===== config.mk =====
export PLATFORM = sky130hd
export DESIGN_NAME = cache_read_controller
export DESIGN_NICKNAME = d
export VERILOG_FILES = /design/src/rtl/cache_pkg.sv /design/src/rtl/cache_access_counter.sv /design/src/rtl/cache_read_controller.sv
export SDC_FILE = /design/constraint.sdc
export NUM_CORES = 1
export LEC_CHECK = 0
export ABC_AREA = 1
export ABC_CLOCK_PERIOD_IN_PS = 2100
export CORE_ASPECT_RATIO = 0.7
export CORE_UTILIZATION = 45
export CTS_CLUSTER_SIZE = 12
export DETAILED_ROUTE_END_ITERATION = 8
export PLACE_DENSITY = 0.67
export REMOVE_ABC_BUFFERS = 1
export SLEW_MARGIN = 0
export SYNTH_ARGS = -nofsm -noshare
export SYNTH_HDL_FRONTEND = slang
export SYNTH_SLANG_ARGS = --single-unit

===== constraint.sdc =====
create_clock -name clk -period 2.1 [get_ports clk]
set_input_delay 0.525 -clock clk [delete_from_list [all_inputs] [get_ports clk]]
set_output_delay 0.525 -clock clk [all_outputs]
set_load 0.05 [all_outputs]

===== src/rtl/cache_pkg.sv =====
// Shared definitions for the cache read controller: FSM state encoding and
// block/tag geometry of the word address.
package cache_pkg;

  typedef enum logic [2:0] {
    S_IDLE      = 3'd0,
    S_LOOKUP    = 3'd1,
    S_MISS_WAIT = 3'd2,
    S_FILL      = 3'd3,
    S_NEXT      = 3'd4,
    S_DONE      = 3'd5
  } state_t;

  localparam int BLOCK_WORDS = 4;
  localparam int OFFSET_W    = 2;
  localparam int TAG_MSB     = 14;
  localparam int TAG_LSB     = 12;

endpackage


===== src/rtl/cache_access_counter.sv =====
// Address register, access counter and saturating hit counter.
// clr restarts a run; the increments are one-cycle enables from the FSM.
module cache_access_counter #(
  parameter int               ADDR_W    = 15,
  parameter logic [ADDR_W-1:0] BASE_ADDR = 15'd1024,
  parameter int               CNT_W     = 14
) (
  input  logic              clk,
  input  logic              rst,
  input  logic              clr,
  input  logic              addr_inc,
  input  logic              cnt_inc,
  input  logic              hit_inc,
  output logic [ADDR_W-1:0] address,
  output logic [CNT_W-1:0]  count,
  output logic [CNT_W-1:0]  hit_count
);

  // Address wraps naturally at 2^ADDR_W; hit counter holds at all-ones.
  always_ff @(posedge clk) begin
    if (!rst || clr) begin
      address   <= BASE_ADDR;
      count     <= '0;
      hit_count <= '0;
    end else begin
      if (addr_inc) address <= address + 1'b1;
      if (cnt_inc)  count   <= count + 1'b1;
      if (hit_inc && (hit_count != {CNT_W{1'b1}})) hit_count <= hit_count + 1'b1;
    end
  end

endmodule


===== src/rtl/cache_read_controller.sv =====
// Control FSM walking sequential word addresses: look up each address, on a
// miss request the 4-word block from main memory and write it into the cache.
// Outputs are flops or state-only decodes; no input reaches an output
// combinationally.
module cache_read_controller
  import cache_pkg::*;
#(
  parameter int               ADDR_W       = 15,
  parameter logic [ADDR_W-1:0] BASE_ADDR    = 15'd1024,
  parameter int               NUM_ACCESSES = 8192,
  parameter int               CNT_W        = 14
) (
  input  logic                clk,
  input  logic                rst,
  input  logic                start,
  input  logic                cache_valid,
  input  logic                is_wanted_data,
  input  logic                main_mem_ready,
  output logic [ADDR_W-1:0]   address,
  output logic                C_write_cache,
  output logic                C_main_mem_miss,
  output logic [OFFSET_W-1:0] C_offset,
  output logic [CNT_W-1:0]    hit_count,
  output logic                busy,
  output logic                done
);

  state_t              state, state_nxt;
  logic [ADDR_W-1:0]   addr_q;
  logic [CNT_W-1:0]    count;
  logic                clr, addr_inc, cnt_inc, hit_inc, last;

  assign last     = (count == CNT_W'(NUM_ACCESSES - 1));
  assign clr      = ((state == S_IDLE) || (state == S_DONE)) && start;
  assign hit_inc  = (state == S_LOOKUP) && cache_valid && is_wanted_data;
  assign cnt_inc  = (state == S_NEXT);
  assign addr_inc = (state == S_NEXT) && !last;

  cache_access_counter #(
    .ADDR_W    (ADDR_W),
    .BASE_ADDR (BASE_ADDR),
    .CNT_W     (CNT_W)
  ) u_cnt (
    .clk       (clk),
    .rst       (rst),
    .clr       (clr),
    .addr_inc  (addr_inc),
    .cnt_inc   (cnt_inc),
    .hit_inc   (hit_inc),
    .address   (addr_q),
    .count     (count),
    .hit_count (hit_count)
  );

  // During a fill the datapath writes at address + C_offset, so present the
  // block-aligned base; the unaligned address is kept for the next access.
  assign address = (state == S_FILL) ? {addr_q[ADDR_W-1:OFFSET_W], {OFFSET_W{1'b0}}}
                                     : addr_q;

  // Next-state selection.
  always_comb begin
    state_nxt = state;
    case (state)
      S_IDLE, S_DONE: if (start) state_nxt = S_LOOKUP;
      S_LOOKUP:       state_nxt = (cache_valid && is_wanted_data) ? S_NEXT : S_MISS_WAIT;
      S_MISS_WAIT:    if (main_mem_ready) state_nxt = S_FILL;
      S_FILL:         if (C_offset == OFFSET_W'(BLOCK_WORDS - 1)) state_nxt = S_NEXT;
      S_NEXT:         state_nxt = last ? S_DONE : S_LOOKUP;
      default:        state_nxt = S_IDLE;
    endcase
  end

  // State register with control outputs registered from the next state.
  always_ff @(posedge clk) begin
    if (!rst) begin
      state           <= S_IDLE;
      busy            <= 1'b0;
      done            <= 1'b0;
      C_write_cache   <= 1'b0;
      C_main_mem_miss <= 1'b0;
      C_offset        <= '0;
    end else begin
      state           <= state_nxt;
      busy            <= (state_nxt != S_IDLE) && (state_nxt != S_DONE);
      done            <= (state_nxt == S_DONE);
      C_write_cache   <= (state_nxt == S_FILL);
      C_main_mem_miss <= (state_nxt == S_MISS_WAIT) || (state_nxt == S_FILL);
      if (state_nxt == S_FILL && state == S_FILL) C_offset <= C_offset + 1'b1;
      else                                        C_offset <= '0;
    end
  end

endmodule


==> metrics.md <==
| Metric | Value |
|---|---|
| CP Data Arrival Time | 1.51 ns |
| Share of cells above drive strength 1 | between 10% and 20% |
| ANT cells | 0 |
| Largest net degree at the start of global routing | 30 |
| Hold Buf Count CTS | 0 |
| Final setup viols | 0 |
| Final hold vios | 0 |
| # IOs | 41 |
| Fmax | slightly below 0.5 GHz |
| DIE AREA | 6776 sq um |
| Worst path cell trace | clkdlybuf4s50_1 |
| Vias per cell | 4.861 |
| Worst rel slew slack | a little over half |
| Period utilisation layout | 96.89% |
| Failing checks | DRC |
| WL/cell | between 10 and 15 um |
| Initial DRC count | 149 |
| Mapped Avg Cell Area | 6.683 sq um |
| Worst min-delay path category | flop to flop |
| First-pass GRT wire length | 10980 um |
| Setup TNS | 0 ns |
| Buf+Inv Stages, Crit Path | 1 |
| CP endpoint kind | primary output |
| DIE WIDTH | about 98 um |
| Initial antenna violation count | 0 |
| Max-Cap Viols | 0 |
| Slew Limit Fails | 0 |
| P_sw | 550.7 uW |
| Clock Sinks | 52 |
| Die Height | about 70 um |
| Pwr Total | about 2000 uW |
| Area after DPL | 3281 sq um |
| Fin area | approximately 3400 sq um |
| Yosys cell types | 26 |
| Critical path's slowest cell | clkdlybuf4s50_1 |
| Placer congestion estimate | approximately 0.84 |
| Seq/Total Area, Yosys | a little over a third |
| ANT nets after route | 0 |
| Clock power share | between 30% and 40% |
| Drt first pass iters | 7 |
| Status | finished, violations left |
| Mapped Area | approximately 2900 sq um |
| Layout Nets | 479 |
| DR DRC count | 4 |
| Commonest non-fill, non-tap cell in the layout | nand2_1 |
| CTS tree | done |
| Worst path max stage delay | just over 0.8 ns |
| Pwr/cell area | 583.8 nW/um^2 |
| Root Driver | clkbuf_8 |
| Clk_lat worst skew | between 0.3 and 0.4 ns |
| All-Layer GR Usage | between 10% and 20% |
| Startpoint types | flop |
| Max FO, Critical Path | 3 |
| Setup Fix Bufs, Post-CTS | 0 |
| Max Clock Skew | between 0.01 and 0.015 ns |
| CTS buffer count | 5 |
| Final min period | around 2.0 ns |
| Syn-to-layout area delta | 17.64% |
| Sequential share of power | about half |
| FF+latch count, synth | 52 |
| GRT overflow | 0 |
| Clock Tree Buf Depth | 2 |
| LEAKAGE | roughly 0.0014 uW |
| Routed wire length | between 6000 and 7000 um |
| Core Footprint | 6216 sq um |
| Int Pwr | roughly 1400 uW |
| Yosys warning total | 0 |
| Commonest non-fill, non-tap cells in the layout | 134 x nand2_1, 58 x nor2_1, 51 x dfxtp_1, 45 x inv_1, 27 x buf_4 |
| H-Tree Depth | 2 |
| Port Buffer Count | 40 |
| Initial Util | a little under half |
| Synth Instances | approximately 430 |
| Core Rows | 24 |
| Clk slew on worst S/H paths | 0.10 ns |
| Combinational fraction of design power | between 10% and 20% |
| Vias in the first global route | between 2000 and 3000 |
| CP delay by family, top | buffers and inverters |
| Net Sw Frac | 27.65% |
| Vias | 2664 |
| Slew @ Worst Pin | 0.6754 ns |
| Crit path kind | flop to primary output |
| Critical Path RT | around 1.6 ns |
| HPWL after DPL | approximately 4600 um |
| Hold Slack | ~0.48 ns |
| RSZ-0062 raised after global routing | false |
| VDD IR-drop max | around 420 uV |
[kinds of logic (layout without fill, tap and decap cells)]
logic type      after synthesis  after routing  share of synthesized area (%)
xor+xnor                     17             17                          5.134
flops                        52             52                          35.89
compound gates               54             54                          11.39
buf+inv                      69            105                          11.73
fa+ha+maj                     4              4                          1.726
simple gates                238            238                          34.12
[per-layer routing]
metal	global-route usage (%)	part of all wire (%)	up-vias
li1	-	-	1425
met1	28.15	53	1196
met2	30.59	43	41
met3	3.831	3.7	2
met4	5.556	0.39	0
met5	0	0	-
[worst min-delay path, stage by stage, from the launching register on]
cell	delay, ns
dfxtp_1	0.32
inv_1	0.06
a21oi_1	0.06
[power by group through the flow]
| stage | logic, uW | registers (uW) | clock network [uW] |
|---|---|---|---|
| after CTS | 271 | 1020 | 724 |
| after floorplan | 136 | 1090 | 0 |
| after global placement | 267 | 1050 | 0 |
| final | 272 | 1020 | 696 |
| after detailed placement | 270 | 1050 | 0 |
| after global routing | 301 | 1030 | 754 |
[repair_timing]
action / CTS / global route
setup endpoints to repair: 1 / 9
cloned: 0 / 0
resized for setup: 1 / 9
[path summary, 6_finish.rpt]
kind                        from                   to  slack, ns  cells after the start
max          u_cnt.hit_count[12]        hit_count[12]       0.07                      1
min reg2reg       u_cnt.count[5]       u_cnt.count[5]       0.48                      2
max reg2reg   u_cnt.hit_count[1]  u_cnt.hit_count[10]       0.27                      7
min               u_cnt.count[5]       u_cnt.count[5]       0.48                      2
[layout make-up]
type                       instances  area (sq um)
tap                               78         97.59
timing repair buffer              49         459.2
multi-input combinational        313          1521
clock inverter                     3         42.54
clock buffer                       5         68.82
sequential                        52          1042
inverter                          48         180.2
fill                             602          2804
[through the flow]
step / setup slack (ns) / util [%] / cells
2_1_floorplan: 0.1157 / - / 413
6_report: 0.06525 / 54.89 / 548
3_5_place_dp: 0.09349 / 52.78 / 540
5_1_grt: 0.01136 / 54.89 / 548
4_1_cts: 0.001416 / 54.55 / 548
3_3_place_gp: 0.1272 / 52.78 / 540
[cell usage after synthesis (all sizes together)]
| library cell | n | area (sq um) |
|---|---|---|
| nand2 | 135 | 509.2 |
| nor2 | 63 | 251.5 |
| dfxtp | 52 | 1041 |
| inv | 48 | 180.2 |
| a21oi | 36 | 229.0 |
| nand3 | 23 | 115.1 |
| buf | 21 | 160.2 |
| o21ai | 17 | 92.59 |
| nand4 | 12 | 75.07 |
| xor2 | 10 | 87.58 |
| xnor2 | 7 | 61.31 |
| ha | 4 | 50.05 |
| nor3 | 3 | 26.28 |
| a31o | 1 | 8.760 |
| and3 | 1 | 6.260 |
| nor4 | 1 | 6.260 |
[registers in the layout (all words and copies together), names as in the netlist]
signal and flops:
C_offset 2, C_main_mem_miss 1, C_write_cache 1, u_cnt.hit_count 14, busy 1, state 3
u_cnt.count 14, u_cnt.address 15, done 1
(Power assumes the default switching activity.)
